--- src/rtl/instr_prefetch_queue.sv ---
// Instruction-fetch front end: issues imem reads from a fetch PC, queues returned words with PC+1.
// Optional macro PREFETCH_BYPASS_EN forwards a returning word straight to decode when the FIFO is empty.
module instr_prefetch_queue #(
    parameter int          DEPTH    = 4,
    parameter logic [31:0] RESET_PC = 32'd0
) (
    input  logic                   clock,
    input  logic                   reset,
    output logic [31:0]            address_imem,
    input  logic [31:0]            q_imem,
    input  logic                   redirect,
    input  logic [31:0]            redirect_pc,
    input  logic                   instr_ready,
    output logic                   instr_valid,
    output logic [31:0]            instr_out,
    output logic [31:0]            pc_out,
    output logic [$clog2(DEPTH):0] occupancy
);
    localparam int AW = $clog2(DEPTH);

    generate
        if (DEPTH < 2 || (DEPTH & (DEPTH - 1)) != 0) begin : g_bad_depth
            $error("instr_prefetch_queue: DEPTH must be a power of two >= 2");
        end
    endgenerate

    typedef struct packed {
        logic [31:0] instr;
        logic [31:0] pc;
    } entry_t;

    // State of the single imem read slot; DISCARD drops the returning word.
    typedef enum logic [1:0] {
        S_IDLE,
        S_PENDING,
        S_DISCARD
    } slot_t;

    slot_t           state, state_nxt;
    logic [31:0]     fetch_pc;
    logic [31:0]     issued_addr;
    entry_t          mem [DEPTH];
    logic [AW-1:0]   wr_ptr, rd_ptr;
    logic [AW:0]     count;
    logic [AW+1:0]   credit;
    entry_t          head, incoming;
    logic            inflight, capture, bypass_active;
    logic            deq, pop, push, issue;

    assign address_imem = fetch_pc;
    assign occupancy    = count;
    assign inflight     = (state != S_IDLE);
    assign capture      = (state == S_PENDING);
    assign head         = mem[rd_ptr];
    assign incoming     = '{instr: q_imem, pc: issued_addr + 32'd1};

`ifdef PREFETCH_BYPASS_EN
    assign bypass_active = capture && (count == '0);
`else
    assign bypass_active = 1'b0;
`endif

    assign deq  = instr_valid && instr_ready;
    assign pop  = deq && (count != '0);
    // A bypassed word taken by decode this cycle never enters the FIFO.
    assign push = capture && !redirect && !(bypass_active && instr_ready);

    // Credit counts queued words plus the outstanding read, minus this cycle's pop.
    assign credit = {1'b0, count}
                  + {{(AW+1){1'b0}}, inflight}
                  - {{(AW+1){1'b0}}, deq};
    assign issue  = !redirect && (credit < (AW+2)'(DEPTH));

    always_comb begin
        state_nxt = state;
        if (redirect)
            state_nxt = inflight ? S_DISCARD : S_IDLE;
        else if (issue)
            state_nxt = S_PENDING;
        else
            state_nxt = S_IDLE;
    end

    always_comb begin
        instr_valid = 1'b0;
        instr_out   = 32'd0;
        pc_out      = 32'd0;
        if (count != '0) begin
            instr_valid = 1'b1;
            instr_out   = head.instr;
            pc_out      = head.pc;
        end else if (bypass_active) begin
            instr_valid = 1'b1;
            instr_out   = incoming.instr;
            pc_out      = incoming.pc;
        end
    end

    always_ff @(posedge clock or negedge reset) begin
        if (!reset) begin
            state       <= S_IDLE;
            fetch_pc    <= RESET_PC;
            issued_addr <= 32'd0;
            wr_ptr      <= '0;
            rd_ptr      <= '0;
            count       <= '0;
        end else begin
            state <= state_nxt;
            if (redirect) begin
                fetch_pc <= redirect_pc;
            end else if (issue) begin
                fetch_pc    <= fetch_pc + 32'd1;
                issued_addr <= fetch_pc;
            end
            if (redirect) begin
                wr_ptr <= '0;
                rd_ptr <= '0;
                count  <= '0;
            end else begin
                if (push) wr_ptr <= wr_ptr + 1'b1;
                if (pop)  rd_ptr <= rd_ptr + 1'b1;
                count <= count + {{AW{1'b0}}, push} - {{AW{1'b0}}, pop};
            end
        end
    end

    // Storage needs no reset: entries are only visible while counted.
    always_ff @(posedge clock) begin
        if (push) mem[wr_ptr] <= incoming;
    end

endmodule

--- config.mk ---
export PLATFORM = sky130hd
export DESIGN_NAME = instr_prefetch_queue
export DESIGN_NICKNAME = d
export VERILOG_FILES = /design/src/rtl/instr_prefetch_queue.sv
export SDC_FILE = /design/constraint.sdc
export NUM_CORES = 1
export LEC_CHECK = 0
export ABC_AREA = 1
export BUFFER_PORTS_ARGS = -buffer_cell sky130_fd_sc_hd__buf_4
export CORE_MARGIN = 10
export CORE_UTILIZATION = 30
export CTS_BUF_LIST = sky130_fd_sc_hd__clkbuf_16
export DETAILED_ROUTE_END_ITERATION = 8
export PLACE_DENSITY = 0.53
export SYNTH_ARGS = -nofsm -noshare
export SYNTH_HDL_FRONTEND = slang
export SYNTH_SLANG_ARGS = --single-unit
--- constraint.sdc ---
create_clock -name clock -period 9.8 [get_ports clock]
set_input_delay 0 -clock clock [delete_from_list [all_inputs] [get_ports clock]]
set_output_delay 0 -clock clock [all_outputs]
set_load 0.05 [all_outputs]
==> results of run 1 <==
[synthesized netlist by cell type, drive strengths merged]
master  number
nor2       328
edfxtp     256
nand2      251
o21ai      170
inv         91
nand3       80
dfrtp       73
a21oi       68
xor2        36
buf         34
clkbuf      31
nor3        21
ha          11
nand4        5
xnor2        4
and2         1
fa           1
nand3b       1
nor3b        1
o211ai       1
o21a         1
o21bai       1
or2          1
[timing repair]
action	in CTS	in global routing
hold endpoints to repair	237	0
endpoints found under the setup margin	0	0
hold buffers	90	0
[state kept, by name, indices dropped and copies added, names as in the netlist]
register / cells
address_imem: 32
issued_addr: 32
mem: 256
occupancy: 3
rd_ptr: 2
state: 2
wr_ptr: 2
[kinds of logic after synthesis]
logic type                 after synthesis  share of synthesized area [%]
AOI/OAI and AO/OA                      241                          8.277
xor gates and xnor gates                40                          2.440
adders and majority gates               12                          1.075
buffers and inverters                  156                          4.369
DFF                                    329                          64.88
and+or+nand+nor                        689                          18.96
[final cells by class]
| type | instances | area, sq um | area share (%) |
|---|---|---|---|
| clock buffers | 39 | 975.9 | 5.246 |
| clock inverters | 29 | 227.7 | 1.224 |
| inverters | 91 | 342.8 | 1.843 |
| multi-input cells | 982 | 4539 | 24.40 |
| flip-flops and latches | 329 | 9519 | 51.17 |
| well taps | 615 | 769.5 | 4.136 |
| repair buffers | 267 | 2230 | 11.98 |
[layout by cell type, fill, tap and decap left out, types with 4 or more instances in the layout]
| master | count |
|---|---|
| a21oi_1 | 68 |
| buf_4 | 177 |
| clkbuf_16 | 39 |
| clkinv_1 | 10 |
| clkinv_2 | 9 |
| dfrtp_1 | 71 |
| dlygate4sd3_1 | 90 |
| edfxtp_1 | 256 |
| ha_1 | 11 |
| inv_1 | 91 |
| inv_2 | 4 |
| nand2_1 | 249 |
| nand3_1 | 79 |
| nand4_1 | 5 |
| nor2_1 | 316 |
| nor2_2 | 7 |
| nor2_4 | 5 |
| nor3_1 | 21 |
| o21ai_0 | 170 |
| xnor2_1 | 4 |
| xor2_1 | 35 |
[through the flow]
step                      instance area, sq um  worst slack (ns)
after global routing                     18600             6.372
after floorplan                          14660             5.998
final                                    18600             6.598
after CTS                                18600             6.483
after global placement                   16500             6.970
after detailed placement                 16500             6.890
[worst min path at each step]
stage,from,to,cells past startpoint
2_1_floorplan,reset,address_imem[0],0
4_1_cts,q_imem[4],mem[1][36],2
3_5_place_dp,q_imem[3],mem[1][35],1
3_3_place_gp,q_imem[3],mem[1][35],1
6_report,reset,address_imem[26],2
5_1_grt,q_imem[3],mem[2][35],2
[per-layer routing]
metal	vias to the layer above	part of all wire (%)	global-route usage, %
li1	5421	-	-
met1	5129	45	17.57
met2	269	46	22.29
met3	70	6.0	3.125
met4	0	2.7	4.991
met5	-	0	0
[power by group]
part / internal, mW / switching (mW) / total [mW]
sequential: 1.78 / 0.244 / 2.03
combinational: 0.634 / 1.74 / 2.38
clock: 0.802 / 0.562 / 1.36
total: 3.22 / 2.55 / 5.77
==> summary.txt, run 1 <==
Outcome: complete, no violations
Core Area: 48050 sq um
Die Area: 58120 sq um
Share of post-route cells with drive strength above 1: 14.62%
Synth cell types: 33
Synth Register Bits: 329
Setup TNS: 0 ns
Crit Path Category: reg -> out
Bufs and invs on worst path: 3
Register area share after synthesis: 64.88%
Crit-path cells: inv_2 > buf_4 > o21ai_0 > a21oi_1 > buf_4
R2R Setup Slk: 6.90 ns
Cts repair resizes: 0
DIE WIDTH: 241.1 um
Setup violations, final: 0
DP HPWL: 24780 um
Synth top area cells: edfxtp_1 52%, dfrtp_1 12%, nor2_1 8.2%, nand2_1 6.4%, o21ai_0 5.8%
Htree depth: 2
TritonRoute pass-1 iters: 5
First-pass GRT wire length: 62200 um
Skew final: 0.02499 ns
Final Net Count: 1789
Clock-pin slew on the worst setup and hold paths: 0.06 ns
Drt total wl: 40040 um
Worst reg2reg path depth: 15
Sink Count: 329
Synth area leader: edfxtp_1
Worst Setup EP: pc_out[22]
Number of global-route vias before repair: 10930
Grt ovf: 0
RR Startpoint: occupancy[1]
CP top delay family: buffers and inverters
Longest Clk Path Bufs: 3
Ys Warns: 0
Synth Instances: 1467
Critical Path Slowest Stage Cell: buf_4
Worst Setup SP: rd_ptr[0]
I/O Pins: 168
WL/cell: 17.02 um
I/O Buffers: 167
Syn avg cell area: 9.996 sq um
VDD IR max: 0.2193 mV
Final Core Density: 38.72%
Remaining antenna violation count: 0
TritonCTS clock tree: done
RSZ-0062 raised after global routing: false
Max-cap check violation count: 0
Req. time, crit path: 9.80 ns
GRT Total Usage: 13.71%
Worst Path Arrival: 3.20 ns
WP depth: 5
Clock period minus final worst setup slack: 3.202 ns
Cts bufs inserted: 38
Worst setup EP type: output port
Synthesized net count: 1547
N_diodes: 0
Slowest stage delay, CP: 0.86 ns
Fmax: 0.3123 GHz
PwrDens: 310.1 nW/um^2
Critical Path Most Common Cell: buf_4
Routed via count: 10890
Largest net degree at the start of global routing: 112
CTS root buffer: clkbuf_16
Postcts setup bufs: 0
Mapped cell area: 14660 sq um
Initial Utilization: 30.52%
Final instance count without filler cells: 2352
Worst R2R End: address_imem[28]
Worst skew pair latency: 0.55 ns
Rel. slew slack: 23.07%
DRT iter0 DRCs: 579
Hold WC Path Type: in -> async
Hold Slack: 0.1397 ns
Pleak: 7.169 nW
Final Max Slew Viols: 0
FILL cells: 4740
CP Max Fanout: 111
Area growth syn-to-layout: 26.87%
Initial antenna violation count: 0
Die H: 241.1 um
# DRC: 0
Fin. Hold Viols: 0
Final Power: 5.769 mW
DP Cell Count: 2194
Share of the synthesized area in the top cell type: 52.42%
CP Launch Type: register
Worst-margin pin slew: 1.154 ns
Vias/cell: 4.630
Gpl congestion: 0.8189
Ratio of final minimum period to clock period: 32.67%
Cell Rows: 80
Note: power is estimated with default switching activity, not from simulation.
==> run 2: changes to the inputs <==
==> constraint.sdc (replaced) <==
create_clock -name clock -period 3.2 [get_ports clock]
set_input_delay 0 -clock clock [delete_from_list [all_inputs] [get_ports clock]]
set_output_delay 0 -clock clock [all_outputs]
set_load 0.05 [all_outputs]
==> summary.txt, run 2 (same netlist as run 1, synthesis figures left out) <==
Outcome: complete, no violations
DRT iter0 DRCs: 649
Initial Utilization: 30.52%
Biggest register: mem
DP HPWL: 25410 um
Clock period minus final worst setup slack: 2.744 ns
Sink Count: 329
Htree depth: 2
Worst-margin pin slew: 0.9598 ns
Postcts setup bufs: 0
Crit-path cells: inv_2 > buf_12 > o21ai_0 > a21oi_1 > buf_4
PwrDens: 939.3 nW/um^2
Most frequent cells in the layout: 316 x nor2_1, 256 x edfxtp_1, 249 x nand2_1
Area after DPL: 16650 sq um
Die Area: 58120 sq um
Gpl congestion: 0.8803
Area growth syn-to-layout: 27.51%
RSZ-0062 raised after global routing: false
Req. time, crit path: 3.20 ns
DIE WIDTH: 241.1 um
Post-route worst setup slack: 0.4558 ns
Pleak: 7.224 nW
Setup violations, final: 0
Grt ovf: 0
R2R Setup Slk: 0.66 ns
Number of global-route vias before repair: 10770
Clock-pin slew on the worst setup and hold paths: 0.06 ns
Die H: 241.1 um
First-pass GRT wire length: 61960 um
Final Instance Area: 18700 sq um
Final Net Count: 1796
N_diodes: 0
Worst setup EP type: output port
P_sw: 7.811 mW
Bufs and invs on worst path: 3
Worst skew pair latency: 0.55 ns
Commonest non-fill, non-tap cell in the layout: nor2_1
Worst slack, placed: 0.6253 ns
TritonRoute pass-1 iters: 5
Sw frac: 44.47%
CP Max Fanout: 72
RR Startpoint: occupancy[1]
Skew final: 0.01743 ns
# DRC: 0
Initial antenna violation count: 0
Cts repair resizes: 0
Cell Rows: 80
Slowest stage delay, CP: 0.66 ns
Longest Clk Path Bufs: 3
Worst Path Arrival: 2.74 ns
CP Launch Type: register
Hold WC Path Type: in -> async
Sequential power share: 35.3%
Worst reg2reg path depth: 15
Routed via count: 10870
CTS root buffer: clkbuf_16
VDD IR max: 0.5361 mV
Max reg flops: 256
Fmax: 0.3644 GHz
Share of post-route cells with drive strength above 1: 14.73%
Core Area: 48050 sq um
CTS Hold Bufs: 90
Clock power share: 22.6%
Cts bufs inserted: 38
Critical Path Slowest Stage Cell: dfrtp_4
WL/cell: 16.97 um
Max-cap check violation count: 0
Crit Path Category: reg -> out
CP top delay family: buffers and inverters
Comb power frac: 42.0%
Final Max Slew Viols: 0
I/O Pins: 168
GRT Total Usage: 13.67%
Drt total wl: 40060 um
Fin. Hold Viols: 0
Rel. slew slack: 36.01%
Remaining antenna violation count: 0
Internal power: 9.752 mW
Largest net degree at the start of global routing: 74
Vias/cell: 4.607
Ratio of final minimum period to clock period: 85.76%
Worst R2R End: issued_addr[24]
I/O Buffers: 167
TritonCTS clock tree: done
run 2: cell types whose count changed in the layout (fill, tap and decap cells not counted):
cell	delta
inv_1	+5
bufinv_16	-2
buf_4	-1
inv_6	-1
clkinv_2	-4
buf_12	+8
inv_2	+3
run 2: stage by stage:
step	setup TNS (ns)	cells	hold slack [ns]	total power, mW	utilization, %
after floorplan	-114.67	1467	-0.2956	11.12	-
after global placement	0	2201	0.2043	13.58	34.66
after detailed placement	0	2201	0.2064	13.67	34.66
after CTS	0	2360	0.1517	17.80	38.92
after global routing	0	2360	0.1830	18.62	38.92
final	0	2360	0.1539	17.56	38.92
run 2: area by class of cell:
type | count | area (sq um)
clock buffers | 39 | 975.9
multi-input cells | 982 | 4539
well taps | 615 | 769.5
fillers | 4748 | 29350
repair buffers | 274 | 2382
clock inverters | 30 | 170.2
flip-flops and latches | 329 | 9519
inverters | 91 | 341.6
run 2: power by group through the flow:
stage	Combinational (mW)	Clock, mW	Sequential [mW]
finish	7.38	3.97	6.21
global route	8.05	4.28	6.29
CTS	7.50	4.11	6.19
detailed placement	7.40	0	6.27
global placement	7.30	0	6.28
floorplan	4.38	0	6.74
run 2: how the worst max path moves through the flow:
| stage | from | end | cells after the start |
|---|---|---|---|
| 6_report | rd_ptr[0] | pc_out[26] | 5 |
| 4_1_cts | rd_ptr[0] | pc_out[7] | 5 |
| 5_1_grt | rd_ptr[0] | pc_out[26] | 5 |
| 3_3_place_gp | occupancy[1] | issued_addr[0] | 15 |
| 3_5_place_dp | occupancy[1] | issued_addr[3] | 14 |
| 2_1_floorplan | wr_ptr[0] | mem[0][0] | 4 |
run 2: per-layer routing:
layer / routed length [um] / global-route usage (%)
met4: 1084 / 4.363
met3: 2421 / 3.388
met1: 18660 / 18.48
met5: 0 / 0
met2: 17890 / 21.15
==> run 3: changes to the inputs <==
--- a/config.mk
+++ b/config.mk
@@ -8,10 +8,10 @@
 export ABC_AREA = 1
 export BUFFER_PORTS_ARGS = -buffer_cell sky130_fd_sc_hd__buf_4
 export CORE_MARGIN = 10
-export CORE_UTILIZATION = 30
+export CORE_UTILIZATION = 45
 export CTS_BUF_LIST = sky130_fd_sc_hd__clkbuf_16
 export DETAILED_ROUTE_END_ITERATION = 8
-export PLACE_DENSITY = 0.53
+export PLACE_DENSITY = 0.7
 export SYNTH_ARGS = -nofsm -noshare
 export SYNTH_HDL_FRONTEND = slang
 export SYNTH_SLANG_ARGS = --single-unit
==> summary.txt, run 3 (same netlist as run 1, synthesis figures left out) <==
Longest Clk Path Bufs: 3
Largest net degree at the start of global routing: 74
Share of post-route cells with drive strength above 1: 14.62%
Worst skew pair latency: 0.51 ns
Clock period minus final worst setup slack: 2.806 ns
Ratio of final minimum period to clock period: 87.68%
Postcts setup bufs: 0
CTS root buffer: clkbuf_16
Cell Rows: 66
Final Power: 17.24 mW
CP top delay family: buffers and inverters
Critical Path Most Common Cell: buf_4
Area growth syn-to-layout: 25.23%
DRT iter0 DRCs: 695
Max-cap check violation count: 0
Most frequent cells in the layout: 316 x nor2_1, 256 x edfxtp_1, 249 x nand2_1
PwrDens: 938.9 nW/um^2
Hold Slack: 0.1545 ns
Commonest non-fill, non-tap cell in the layout: nor2_1
Htree depth: 2
Crit-path cells: inv_2 > buf_4 > nor2_1 > o21ai_0 > a21oi_1 > buf_4
Worst-margin pin slew: 0.9434 ns
Die H: 200.5 um
Biggest register: mem
# DRC: 0
Grt ovf: 0
Worst setup EP type: output port
CTS Hold Bufs: 85
Final Max Slew Viols: 0
GRT met1 Usage: 23.30%
Slowest stage delay, CP: 0.75 ns
Initial antenna violation count: 1
I/O Pins: 168
I/O Buffers: 167
Sink Count: 329
Initial Utilization: 45.30%
GR Util met2: 29.82%
Drt total wl: 36890 um
Core Area: 32370 sq um
WL/cell: 16.97 um
Number of global-route vias before repair: 11220
Gpl congestion: 0.8950
Rel. slew slack: 37.11%
Fin. Hold Viols: 0
VDD IR max: 0.6604 mV
Max reg flops: 256
First-pass GRT wire length: 59280 um
Clock-pin slew on the worst setup and hold paths: 0.06 ns
Skew final: 0.01237 ns
Bufs and invs on worst path: 3
Remaining antenna violation count: 0
Fmax: 0.3564 GHz
Cts repair resizes: 0
CP Max Fanout: 30
Most heavily used metal layer in global routing: met2
Grt met3 use: 3.873%
Req. time, crit path: 3.20 ns
Setup TNS: 0 ns
GRT Total Usage: 18.04%
RSZ-0062 raised after global routing: false
Die Area: 40210 sq um
CP Launch Type: register
DIE WIDTH: 200.5 um
TritonRoute pass-1 iters: 5
Setup violations, final: 0
Pleak: 7.152 nW
Hold WC Path Type: in -> async
DP HPWL: 23610 um
TritonCTS clock tree: done
Cts bufs inserted: 35
Vias/cell: 5.112
Routed via count: 11110
Final Net Count: 1788
Worst Path Arrival: 2.81 ns
Outcome: complete, no violations
Crit Path Category: reg -> out
Critical Path Slowest Stage Cell: dfrtp_2
[run 3: cell count changes in the layout (fill, tap and decap cells not counted)]
cell | previous run | this run
clkinvlp_4 | 0 | 1
inv_1 | 96 | 92
dlygate4sd3_1 | 90 | 85
inv_2 | 7 | 6
clkinv_2 | 5 | 3
bufinv_16 | 1 | 2
clkinv_1 | 10 | 9
diode_2 | 0 | 1
clkbuf_16 | 39 | 36
[run 3: layer usage]
layer	routed length (um)	vias to the layer above
li1	-	5411
met3	2554	65
met5	0	-
met2	17440	390
met4	935	0
met1	15950	5247
[run 3: final cells by class]
type                            count  area [sq um]
Clock buffer                       36         900.9
Clock inverter                     24         175.2
Inverter                           91         341.6
Fill cell                        2713         14010
Sequential cell                   329          9519
Multi-Input combinational cell    982          4539
Tap cell                          442         553.0
Antenna cell                        1         2.502
Timing Repair Buffer              269          2332
[run 3: metrics by stage]
step	cells	util (%)	instance area [sq um]	worst slack [ns]
CTS	2173	56.72	18360	0.3580
finish	2174	56.73	18360	0.3944
detailed placement	2028	50.77	16430	0.6593
floorplan	1467	-	14670	-0.6021
global placement	2028	50.77	16430	0.7269
global route	2174	56.73	18360	0.2407
[run 3: worst register-to-register path, cell delays in order, from the launching register on]
cell and delay (ns):
dfrtp_1 0.44, nor2_1 0.13, nand2_1 0.10, nand2_1 0.10, inv_1 0.07, ha_1 0.19, inv_1 0.05, ha_1 0.21
nand3_1 0.10, nand2_1 0.05, nand2_1 0.09, nand3_4 0.16, nor2_4 0.13, buf_4 0.36, nand2_1 0.14, o21a_1 0.13
[run 3: power by group]
| part | internal [mW] | switching [mW] |
|---|---|---|
| clock | 2.20 | 1.56 |
| combinational | 2.01 | 5.26 |
| sequential | 5.46 | 0.753 |
[run 3: path summary, 6_finish.rpt]
kind / from / endpoint / slack, ns / cells after the start
worst max-delay path: rd_ptr[1] / pc_out[11] / 0.39 / 6
worst min-delay path: reset / address_imem[24] / 0.15 / 2
worst max register to register: occupancy[1] / issued_addr[0] / 0.64 / 15
worst min register to register: state[1] / state[1] / 0.53 / 2
max in group asynchronous: reset / rd_ptr[0] / 2.30 / 2
min in group clock: q_imem[3] / mem[1][35] / 0.24 / 2
